File: src/rtl/time_counter_if.sv
// Control, preset and count-display bundle for the time_counter block.
// The master side drives controls and presets; the slave side drives counts and status.
interface time_counter_if;
    logic       en;
    logic       dir;
    logic       clr;
    logic       load;
    logic [7:0] LprogH;
    logic [7:0] LprogM;
    logic [7:0] LprogS;
    logic [7:0] CcountH;
    logic [7:0] CcountM;
    logic [7:0] CcountS;
    logic       tick;
    logic       wrap;
    logic       zero;
    logic       load_err;

    // No valid/ready handshake here: load and clr are single-cycle strobes
    // sampled on the rising clock edge, and tick/wrap/load_err are one-cycle
    // pulses that need no acknowledge.
    modport master (
        output en, dir, clr, load, LprogH, LprogM, LprogS,
        input  CcountH, CcountM, CcountS, tick, wrap, zero, load_err
    );

    modport slave (
        input  en, dir, clr, load, LprogH, LprogM, LprogS,
        output CcountH, CcountM, CcountS, tick, wrap, zero, load_err
    );
endinterface

File: src/rtl/time_counter.sv
// 24-hour BCD up/down time counter with a clock prescaler, preset load
// with range checking, and one-cycle tick/wrap/load_err pulses.
module time_counter #(
    parameter int CLK_DIV = 100000000
) (
    input  logic          clock,
    input  logic          reset,
    time_counter_if.slave bus
);

    localparam int             PW   = (CLK_DIV > 2) ? $clog2(CLK_DIV) : 1;
    localparam logic [PW-1:0]  LAST = PW'(CLK_DIV - 1);
    localparam logic [PW-1:0]  ONE  = PW'(1);

    logic [PW-1:0] presc;
    logic [7:0]    cnt_h;
    logic [7:0]    cnt_m;
    logic [7:0]    cnt_s;
    logic          tick_q;
    logic          wrap_q;
    logic          load_err_q;

    logic          at_last;
    logic          at_max;
    logic          at_zero;
    logic          load_ok;
    logic [8:0]    s_inc;
    logic [8:0]    m_inc;
    logic [8:0]    h_inc;
    logic [8:0]    s_dec;
    logic [8:0]    m_dec;
    logic [8:0]    h_dec;
    logic [7:0]    nxt_h;
    logic [7:0]    nxt_m;
    logic [7:0]    nxt_s;

    // Returns {carry, next}; rolls to 00 with carry when v equals max.
    function automatic logic [8:0] bcd_inc(input logic [7:0] v, input logic [7:0] max);
        logic [8:0] r;
        if (v == max)
            r = {1'b1, 8'h00};
        else if (v[3:0] == 4'd9)
            r = {1'b0, v[7:4] + 4'd1, 4'd0};
        else
            r = {1'b0, v[7:4], v[3:0] + 4'd1};
        return r;
    endfunction

    // Returns {borrow, next}; rolls from 00 to max with borrow.
    function automatic logic [8:0] bcd_dec(input logic [7:0] v, input logic [7:0] max);
        logic [8:0] r;
        if (v == 8'h00)
            r = {1'b1, max};
        else if (v[3:0] == 4'd0)
            r = {1'b0, v[7:4] - 4'd1, 4'd9};
        else
            r = {1'b0, v[7:4], v[3:0] - 4'd1};
        return r;
    endfunction

    function automatic logic bcd_in_range(input logic [7:0] v, input logic [7:0] max);
        return (v[3:0] <= 4'd9) && (v[7:4] <= 4'd9) && (v <= max);
    endfunction

    always_comb begin
        at_last = (presc == LAST);
        at_max  = ({cnt_h, cnt_m, cnt_s} == 24'h235959);
        at_zero = ({cnt_h, cnt_m, cnt_s} == 24'h000000);
        load_ok = bcd_in_range(bus.LprogH, 8'h23) &&
                  bcd_in_range(bus.LprogM, 8'h59) &&
                  bcd_in_range(bus.LprogS, 8'h59);

        s_inc = bcd_inc(cnt_s, 8'h59);
        m_inc = bcd_inc(cnt_m, 8'h59);
        h_inc = bcd_inc(cnt_h, 8'h23);
        s_dec = bcd_dec(cnt_s, 8'h59);
        m_dec = bcd_dec(cnt_m, 8'h59);
        h_dec = bcd_dec(cnt_h, 8'h23);

        nxt_h = cnt_h;
        nxt_m = cnt_m;
        nxt_s = cnt_s;
        if (!bus.dir) begin
            nxt_s = s_inc[7:0];
            if (s_inc[8]) nxt_m = m_inc[7:0];
            if (s_inc[8] && m_inc[8]) nxt_h = h_inc[7:0];
        end else if (!at_zero) begin
            // Down count stops at 00:00:00, so the hours borrow never rolls.
            nxt_s = s_dec[7:0];
            if (s_dec[8]) nxt_m = m_dec[7:0];
            if (s_dec[8] && m_dec[8]) nxt_h = h_dec[7:0];
        end
    end

    always_ff @(posedge clock or posedge reset) begin
        if (reset) begin
            presc      <= '0;
            cnt_h      <= 8'h00;
            cnt_m      <= 8'h00;
            cnt_s      <= 8'h00;
            tick_q     <= 1'b0;
            wrap_q     <= 1'b0;
            load_err_q <= 1'b0;
        end else begin
            tick_q     <= 1'b0;
            wrap_q     <= 1'b0;
            load_err_q <= 1'b0;
            if (bus.clr) begin
                presc <= '0;
                cnt_h <= 8'h00;
                cnt_m <= 8'h00;
                cnt_s <= 8'h00;
            end else if (bus.load) begin
                if (load_ok) begin
                    presc <= '0;
                    cnt_h <= bus.LprogH;
                    cnt_m <= bus.LprogM;
                    cnt_s <= bus.LprogS;
                end else begin
                    load_err_q <= 1'b1;
                end
            end else if (bus.en) begin
                if (at_last) begin
                    presc  <= '0;
                    tick_q <= 1'b1;
                    wrap_q <= !bus.dir && at_max;
                    cnt_h  <= nxt_h;
                    cnt_m  <= nxt_m;
                    cnt_s  <= nxt_s;
                end else begin
                    presc <= presc + ONE;
                end
            end
        end
    end

    assign bus.CcountH  = cnt_h;
    assign bus.CcountM  = cnt_m;
    assign bus.CcountS  = cnt_s;
    assign bus.tick     = tick_q;
    assign bus.wrap     = wrap_q;
    assign bus.load_err = load_err_q;
    assign bus.zero     = at_zero;

endmodule
File: src/flat_wrapper.sv
// flat-port wrapper written by rule: the top's interface ports become plain ports
module time_counter_flat 
#(
    parameter int CLK_DIV = 100000000
)
  (clock, reset, bus_en, bus_dir, bus_clr, bus_load, bus_LprogH, bus_LprogM, bus_LprogS, bus_CcountH, bus_CcountM, bus_CcountS, bus_tick, bus_wrap, bus_zero, bus_load_err);
  time_counter_if bus_i ();
  input  logic clock;
  input  logic reset;
  input wire logic [$bits(bus_i.en)-1:0] bus_en;
  input wire logic [$bits(bus_i.dir)-1:0] bus_dir;
  input wire logic [$bits(bus_i.clr)-1:0] bus_clr;
  input wire logic [$bits(bus_i.load)-1:0] bus_load;
  input wire logic [$bits(bus_i.LprogH)-1:0] bus_LprogH;
  input wire logic [$bits(bus_i.LprogM)-1:0] bus_LprogM;
  input wire logic [$bits(bus_i.LprogS)-1:0] bus_LprogS;
  output wire logic [$bits(bus_i.CcountH)-1:0] bus_CcountH;
  output wire logic [$bits(bus_i.CcountM)-1:0] bus_CcountM;
  output wire logic [$bits(bus_i.CcountS)-1:0] bus_CcountS;
  output wire logic [$bits(bus_i.tick)-1:0] bus_tick;
  output wire logic [$bits(bus_i.wrap)-1:0] bus_wrap;
  output wire logic [$bits(bus_i.zero)-1:0] bus_zero;
  output wire logic [$bits(bus_i.load_err)-1:0] bus_load_err;
  assign bus_i.en = bus_en;
  assign bus_i.dir = bus_dir;
  assign bus_i.clr = bus_clr;
  assign bus_i.load = bus_load;
  assign bus_i.LprogH = bus_LprogH;
  assign bus_i.LprogM = bus_LprogM;
  assign bus_i.LprogS = bus_LprogS;
  assign bus_CcountH = bus_i.CcountH;
  assign bus_CcountM = bus_i.CcountM;
  assign bus_CcountS = bus_i.CcountS;
  assign bus_tick = bus_i.tick;
  assign bus_wrap = bus_i.wrap;
  assign bus_zero = bus_i.zero;
  assign bus_load_err = bus_i.load_err;
  time_counter #(.CLK_DIV(CLK_DIV)) u_core (.clock(clock), .reset(reset), .bus(bus_i));
endmodule
File: config.mk
export PLATFORM = sky130hd
export DESIGN_NAME = time_counter_flat
export DESIGN_NICKNAME = d
export VERILOG_FILES = /design/src/rtl/time_counter_if.sv /design/src/rtl/time_counter.sv /design/src/flat_wrapper.sv
export SDC_FILE = /design/constraint.sdc
export NUM_CORES = 1
export LEC_CHECK = 0
export BUFFER_PORTS_ARGS = -buffer_cell sky130_fd_sc_hd__buf_2
export CAP_MARGIN = 20
export CORE_MARGIN = 4
export CORE_UTILIZATION = 45
export DETAILED_ROUTE_END_ITERATION = 10
export GPL_ROUTABILITY_DRIVEN = 0
export GPL_TIMING_DRIVEN = 0
export PLACE_DENSITY = 0.74
export SLEW_MARGIN = 40
export SYNTH_ARGS = -nofsm -noshare
export SYNTH_HDL_FRONTEND = slang
export SYNTH_SLANG_ARGS = --single-unit
File: constraint.sdc
create_clock -name clock -period 2.5 [get_ports clock]
set_input_delay 0.375 -clock clock [delete_from_list [all_inputs] [get_ports clock]]
set_output_delay 0.375 -clock clock [all_outputs]
set_load 0.05 [all_outputs]
==> results.md, run 1 <==
- Post-synthesis register bit count: between 50 and 60
- Vias in the first global route: 3,810
- DIE AREA: 11,000 um^2
- Measured slew at the worst slew-check pin: 0.604 ns
- CP required: around 2.7 ns
- Clk_lat worst skew: approximately 0.32 ns
- VDD IR max: between 300 and 400 uV
- Mapped Area: 4240 um^2
- First-pass GRT wire length: between 15,000 and 20,000 um
- Outcome: complete, no violations
- WS Path Type: reg -> reg
- Multiplexer share of the synthesized area: 0.0663
- Post-Place Cells: 655
- N_diodes: 0
- Root buf cell: clkbuf_8
- Nets: 622
- H-tree Lvls: 2
- Largest family of logic cells by synthesized area: simple AND/OR/NAND/NOR gates
- Xor/xnor share of the synthesized area: 0.0557
- Boundary pin count: between 50 and 60
- Relative slew slack: 0.594
- Largest net degree at the start of global routing: 30
- Synth Area in Adders: 0.0649
- GR Overflow Total: 0
- Synth cell types: 76
- Ys flop type: dfrtp_1
- Arr. time, crit path: 2.68 ns
- Final setup fails: 0
- Antenna viol nets, final: 0
- Avg WL per Cell: 17.1 um
- Core area: 9200 um^2
- Initial detailed-routing violation count: roughly 230
- HPWL Detailed: 8490 um
- Starting density of the core: 0.461
- Clk slew on worst S/H paths: 0.12 ns
- Final hold violation count: 0
- Worst Path Max Fanout: 5
- EDFF count, synth: 0
- Async S/R FF share, synth: 1.00
- Fin. max-slew vios: 0
- Inserted Clock Buffers: 5
- GRT Resource Usage Total: 0.205
- CTS tree: yes
- Synth Instances: 486
- R2R cell count: 8
- Max-capacitance violation count: 0
- Lkg Pwr: roughly 0.0022 uW
- Share of cells above drive strength 1: 0.296
- Final worst path period need: 2.46 ns
- Avg Vias per Cell: approximately 6
- Sequential fraction of the synthesis area: 0.318
- Synth Area in Simple Gates: 0.278
- CP Launch Type: flip-flop
- Post-synth net total: about 540
- Hold Path Class: in -> async
- CTS Hold Bufs: 0
- Final Cycle Share: 0.985
- Non-Filler Instances: between 600 and 700
- P&R area growth vs syn: 20.2%
- Synth Area in Compound Gates: 0.163
- DR vias: 4,064
- Avg Synthesized Cell Area: 8.73 um^2
- Sink Count: 54
- Port Buffer Count: 57
- Number of synthesis warnings: 0
- FP Rows: 35
- Worst slack at placement: -0.145 ns
- Drt pass-1 iters: 5
- Worst setup EP type: flip-flop
- Setup tns final: 0 ns
- DRC viols: 0
- Min setup slack post-route: approximately 0.038 ns
- Initial antenna violation count: 0
- FMAX: a little over 400 MHz
- Cell Pwr Density: 624 nW/um^2
- Die Ht: 105 um
- Clock tree buffer depth: 2
- Final WL: between 10,000 and 15,000 um
- Worst Clk Skew: ~0.011 ns
- Die Width: 105 um
## metal layers
metal / global-route usage / up-vias / share of wire
li1: - / 1921 / -
met3: 0.0284 / 19 / 0.053
met2: 0.343 / 148 / 0.49
met4: 0.0534 / 0 / 0.019
met1: 0.280 / 1976 / 0.44
met5: 0 / - / 0
## critical path: stages, from the launching register on
cell and delay (ns):
dfrtp_2 0.46, inv_1 0.11, ha_2 0.20, nand3b_1 0.13, or4_4 0.58, o21ai_1 0.13, a21oi_2 0.09, nor3_4 0.29
mux2_2 0.37
## cell type report
| type | instances | area, um^2 |
|---|---|---|
| buffer | 26 | 141 |
| clock buffer | 5 | 68.8 |
| clock inverter | 3 | 28.8 |
| fill | 828 | 4090 |
| inverter | 26 | 103 |
| multi-input combinational | 380 | 2800 |
| sequential | 54 | 1370 |
| tap | 111 | 139 |
| timing repair buffer | 77 | 454 |
## worst paths after layout
check / start / end / slack, ns
max: u_core.bus.CcountS[5] / u_core.bus.CcountH[3] / 0.04
min: reset / u_core.presc[21] / 0.02
max reg2reg: u_core.bus.CcountS[5] / u_core.bus.CcountH[3] / 0.04
min reg2reg: u_core.presc[24] / u_core.presc[24] / 0.58
max in group asynchronous: reset / u_core.bus.CcountH[4] / 1.99
min in group clock: bus_en / u_core.bus.tick / 0.35
## cells in the final DEF (no fill, tap or decap), drive strengths merged, types with 12 or more instances in the layout
cell    Yosys  routed
a21oi      20      20
buf        18      95
clkbuf      8      13
dfrtp      54      54
ha         22      22
inv        25      26
mux2       12      12
nand2      40      40
nand3      15      15
nor2       56      56
nor3       32      32
nor4       12      12
o21ai      20      20
xnor2      22      22
## synth_stat cells, drive strengths merged, types with 3 or more instances
library cell | number | area share
o21ai | 20 | 0.024
o22ai | 4 | 0.0059
nand3b | 5 | 0.0088
nand4 | 11 | 0.018
nand2b | 5 | 0.0091
a221oi | 4 | 0.0083
nor3 | 32 | 0.042
ha | 22 | 0.065
dfrtp | 54 | 0.32
a211o | 3 | 0.0062
inv | 25 | 0.022
o21bai | 3 | 0.0080
mux2i | 9 | 0.021
nor2b | 6 | 0.0088
nor2 | 56 | 0.050
and3 | 3 | 0.0044
buf | 18 | 0.024
a22oi | 6 | 0.011
xnor2 | 22 | 0.045
xor2 | 5 | 0.010
a21oi | 20 | 0.024
mux2 | 12 | 0.040
a211oi | 8 | 0.014
nor3b | 6 | 0.014
nor4 | 12 | 0.021
clkbuf | 8 | 0.0071
a31oi | 4 | 0.0059
nand2 | 40 | 0.037
o32ai | 3 | 0.0062
or3 | 7 | 0.010
nand3 | 15 | 0.019
## timing repair
| action | 4_1_cts | 5_1_grt |
|---|---|---|
| buffers inserted | 6 | 13 |
| gates resized for setup | 14 | 23 |
| hold endpoints to repair | 0 | 0 |
| endpoints found under the setup margin | 20 | 21 |
| pin swaps | 5 | 3 |
## power by group
group / internal, uW / leakage [uW] / switching [uW]
combinational: 620 / 0.00141 / 954
clock: 209 / 0.0000502 / 330
sequential: 958 / 0.000717 / 115
## state kept, by name, summed over array words and instances, names as in the netlist
signal / flops
u_core.bus.load_err: 1
u_core.bus.wrap: 1
u_core.bus.CcountS: 8
u_core.presc: 27
u_core.bus.CcountM: 8
u_core.bus.tick: 1
u_core.bus.CcountH: 8
## metrics by stage
step	hold slack, ns	instance area (um^2)	total power, uW	util
final	0.0156	5100	3190	0.555
after global routing	0.0365	5100	3380	0.555
after CTS	0.0254	4920	3070	0.535
after detailed placement	0.386	4700	2440	0.512
after global placement	0.502	4680	2400	0.509
after floorplan	0.476	4260	2120	-
## cell families (layout without fill, tap and decap cells)
family,Yosys count,count (layout)
simple gates,213,213
compound gates,96,96
flops,54,54
buf+inv,52,137
xor+xnor,27,27
fa+ha+maj,22,22
mux,22,22
No activity file was read; power rests on OpenSTA's default activity.
==> run 2, diff against run 1 <==
Settings changed: HOLD_SLACK_MARGIN from default to 0.03.
==> run 2 against run 1 <==
Against the previous run:
- final area is 0.20% higher
- clock power is 0.9% lower
- first-iteration DRC count is 2.2% higher
- die area stayed put
- hold slack better by 0.34 ns
- count of clock-buffer cells in the layout stayed put
- sequential power hardly changed
- register-to-register slack better by 0.02 ns
==> results.md, run 2 (synthesis gave the netlist of run 1 again) <==
- DR vias: 4,066 (+0.049%)
- Worst Clk Skew: 0.0129 ns (+0.00179 ns)
- Worst path bufs/invs: 1 (unchanged)
- CP Depth: 8 (unchanged)
- Core area: 9200 um^2 (unchanged)
- Nets: 623 (+0.16%)
- Die Ht: 105 um (unchanged)
- Switching share of total power: 0.438 (-0.00134)
- Port Buffer Count: 57 (unchanged)
- Min-delay src: bus_en
- Relative slew slack: 0.596 (+0.00182)
- Initial detailed-routing violation count: 236 (+2.2%)
- Most frequent cells in the layout: buf_2, nor2_1, dfrtp_1
- Metal3 WL: 650 um (+5.9%)
- Logic gate share of total power: 0.495 (about the same)
- Sw power: 1390 uW (-0.50%)
- CP required: 2.71 ns (about the same)
- P&R area growth vs syn: 20.5%
- Clk_lat worst skew: 0.32 ns (about the same)
- Final hold violation count: 0 (unchanged)
- Final core occ: 0.556 (+0.00109)
- Final setup fails: 0 (unchanged)
- Power, Total: 3180 uW (-0.20%)
- WHS Endpoint: u_core.bus.tick
- Avg WL per Cell: 17.0 um (-0.49%)
- Cell class contributing the biggest share of worst-path delay: simple AND/OR/NAND/NOR gates
- Max-capacitance violation count: 0 (unchanged)
- Largest net degree at the start of global routing: 30 (unchanged)
- R2R cell count: 8 (unchanged)
- H-tree Lvls: 2 (unchanged)
- Sink Count: 54 (unchanged)
- GR Overflow Total: 0 (unchanged)
- DIE AREA: 11,000 um^2 (unchanged)
- Clock network fraction of total power: 0.168 (about the same)
- Hold depth: 2
- N_diodes: 0 (unchanged)
- Worst R2R Start: u_core.bus.CcountS[5]
- Share of cells above drive strength 1: 0.295 (-0.000517)
- CP Launch Type: flip-flop
- Root buf cell: clkbuf_8
- Routed wl met2: 5680 um (-0.80%)
- Cell Pwr Density: 622 nW/um^2 (-0.39%)
- FP Rows: 35 (unchanged)
- Clock tree buffer depth: 2 (unchanged)
- Boundary pin count: 58 (unchanged)
- Final worst path period need: 2.44 ns (-0.0220 ns)
- Final WL: 11,600 um (-0.34%)
- WS Path Type: reg -> reg
- CP max stage delay: 0.58 ns (about the same)
- Fin. max-slew vios: 0 (unchanged)
- Sequential power share: 0.337 (about the same)
- M1 wire length: 5070 um (-1.0%)
- Final Cycle Share: 0.976 (-0.00878)
- Vias in the first global route: 3,810 (unchanged)
- Slowest cell on crit path: or4_4
- First-pass GRT wire length: 18,800 um (unchanged)
- FF-to-FF setup slack: 0.06 ns (+0.02 ns)
- CTS tree: yes
- Die Width: 105 um (unchanged)
- Arr. time, crit path: 2.65 ns (-0.03 ns)
- Reg2reg end: u_core.bus.CcountH[3]
- Avg Vias per Cell: 5.95 (about the same)
- Lkg Pwr: 0.00219 uW (+0.19%)
- Post-Place Cells: 655 (unchanged)
- HPWL Detailed: 8490 um (unchanged)
- Int Power: 1790 uW (about the same)
- FMAX: 410 MHz (+0.90%)
- CP cell instances: inv_1, ha_2, nand3b_1, or4_4, o21ai_1, a21oi_2, nor3_4, mux2_2
- Top sig layer: met4
- Largest reg by FF count: u_core.presc
- Outcome: complete, no violations
- DRC viols: 0 (unchanged)
- Max reg flops: 27 (unchanged)
- Hold Path Class: in -> reg
- Antenna viol nets, final: 0 (unchanged)
- Starting density of the core: 0.461 (unchanged)
- Worst Path Max Fanout: 5 (unchanged)
- Non-Filler Instances: 683 (+0.15%)
- VDD IR max: 377 uV (-0.48%)
- Most common cell after layout, fill and taps aside: buf_2
- Clk slew on worst S/H paths: 0.11 ns (about the same)
- GRT Resource Usage Total: 0.205 (unchanged)
- Initial antenna violation count: 0 (unchanged)
- Worst setup EP type: flip-flop
- Inserted Clock Buffers: 5 (unchanged)
- Measured slew at the worst slew-check pin: 0.601 ns (-0.00271 ns)
- Drt pass-1 iters: 7 (+2)
[run 2: cell count changes in the layout (fill, tap and decap cells not counted)]
cell           change
dlygate4sd3_1      +1
[run 2: final cells by class]
type	instances	area (um^2)
plain buffers	26	141
clock inverters	3	28.8
flip-flops and latches	54	1370
multi-input cells	380	2800
clock buffers	5	68.8
repair buffers	78	464
inverters	26	103
well taps	111	139
fillers	827	4080
[run 2: worst max path at each step]
stage                     startpoint                    end
6_report       u_core.bus.CcountS[5]  u_core.bus.CcountH[3]
2_1_floorplan  u_core.bus.CcountS[1]  u_core.bus.CcountH[2]
5_1_grt        u_core.bus.CcountS[5]  u_core.bus.CcountH[5]
3_3_place_gp                   reset  u_core.bus.CcountH[5]
4_1_cts        u_core.bus.CcountS[1]  u_core.bus.CcountS[5]
3_5_place_dp   u_core.bus.CcountS[1]  u_core.bus.CcountH[7]
[run 2: what timing repair did]
item                                   4_1_cts  5_1_grt
endpoints found under the hold margin       15        0
setup buffers                                6       13
pin swaps                                    5        3
gates resized for setup                     14       23
hold buffers                                 1        0
setup endpoints to repair                   20       21
[run 2: metrics by stage]
stage	hold WS [ns]	instance area (um^2)	TNS (ns)	setup WS [ns]
floorplan	0.476	4260	0	0.0158
global placement	0.502	4680	-2.21	-0.172
detailed placement	0.386	4700	-0.678	-0.145
CTS	0.348	4930	-0.0394	-0.0136
global route	0.335	5110	-0.0444	-0.0218
finish	0.351	5110	0	0.0595
[run 2: layer usage]
metal / track usage / up-vias
met1: 0.280 / 1958
met5: 0 / -
li1: - / 1927
met4: 0.0534 / 0
met2: 0.343 / 163
met3: 0.0284 / 18
[run 2: power by group through the flow]
stage | clock network, uW | registers (uW) | logic (uW)
global route | 587 | 1090 | 1700
CTS | 552 | 1070 | 1450
global placement | 0 | 1080 | 1320
detailed placement | 0 | 1090 | 1360
floorplan | 0 | 1330 | 788
finish | 534 | 1070 | 1570
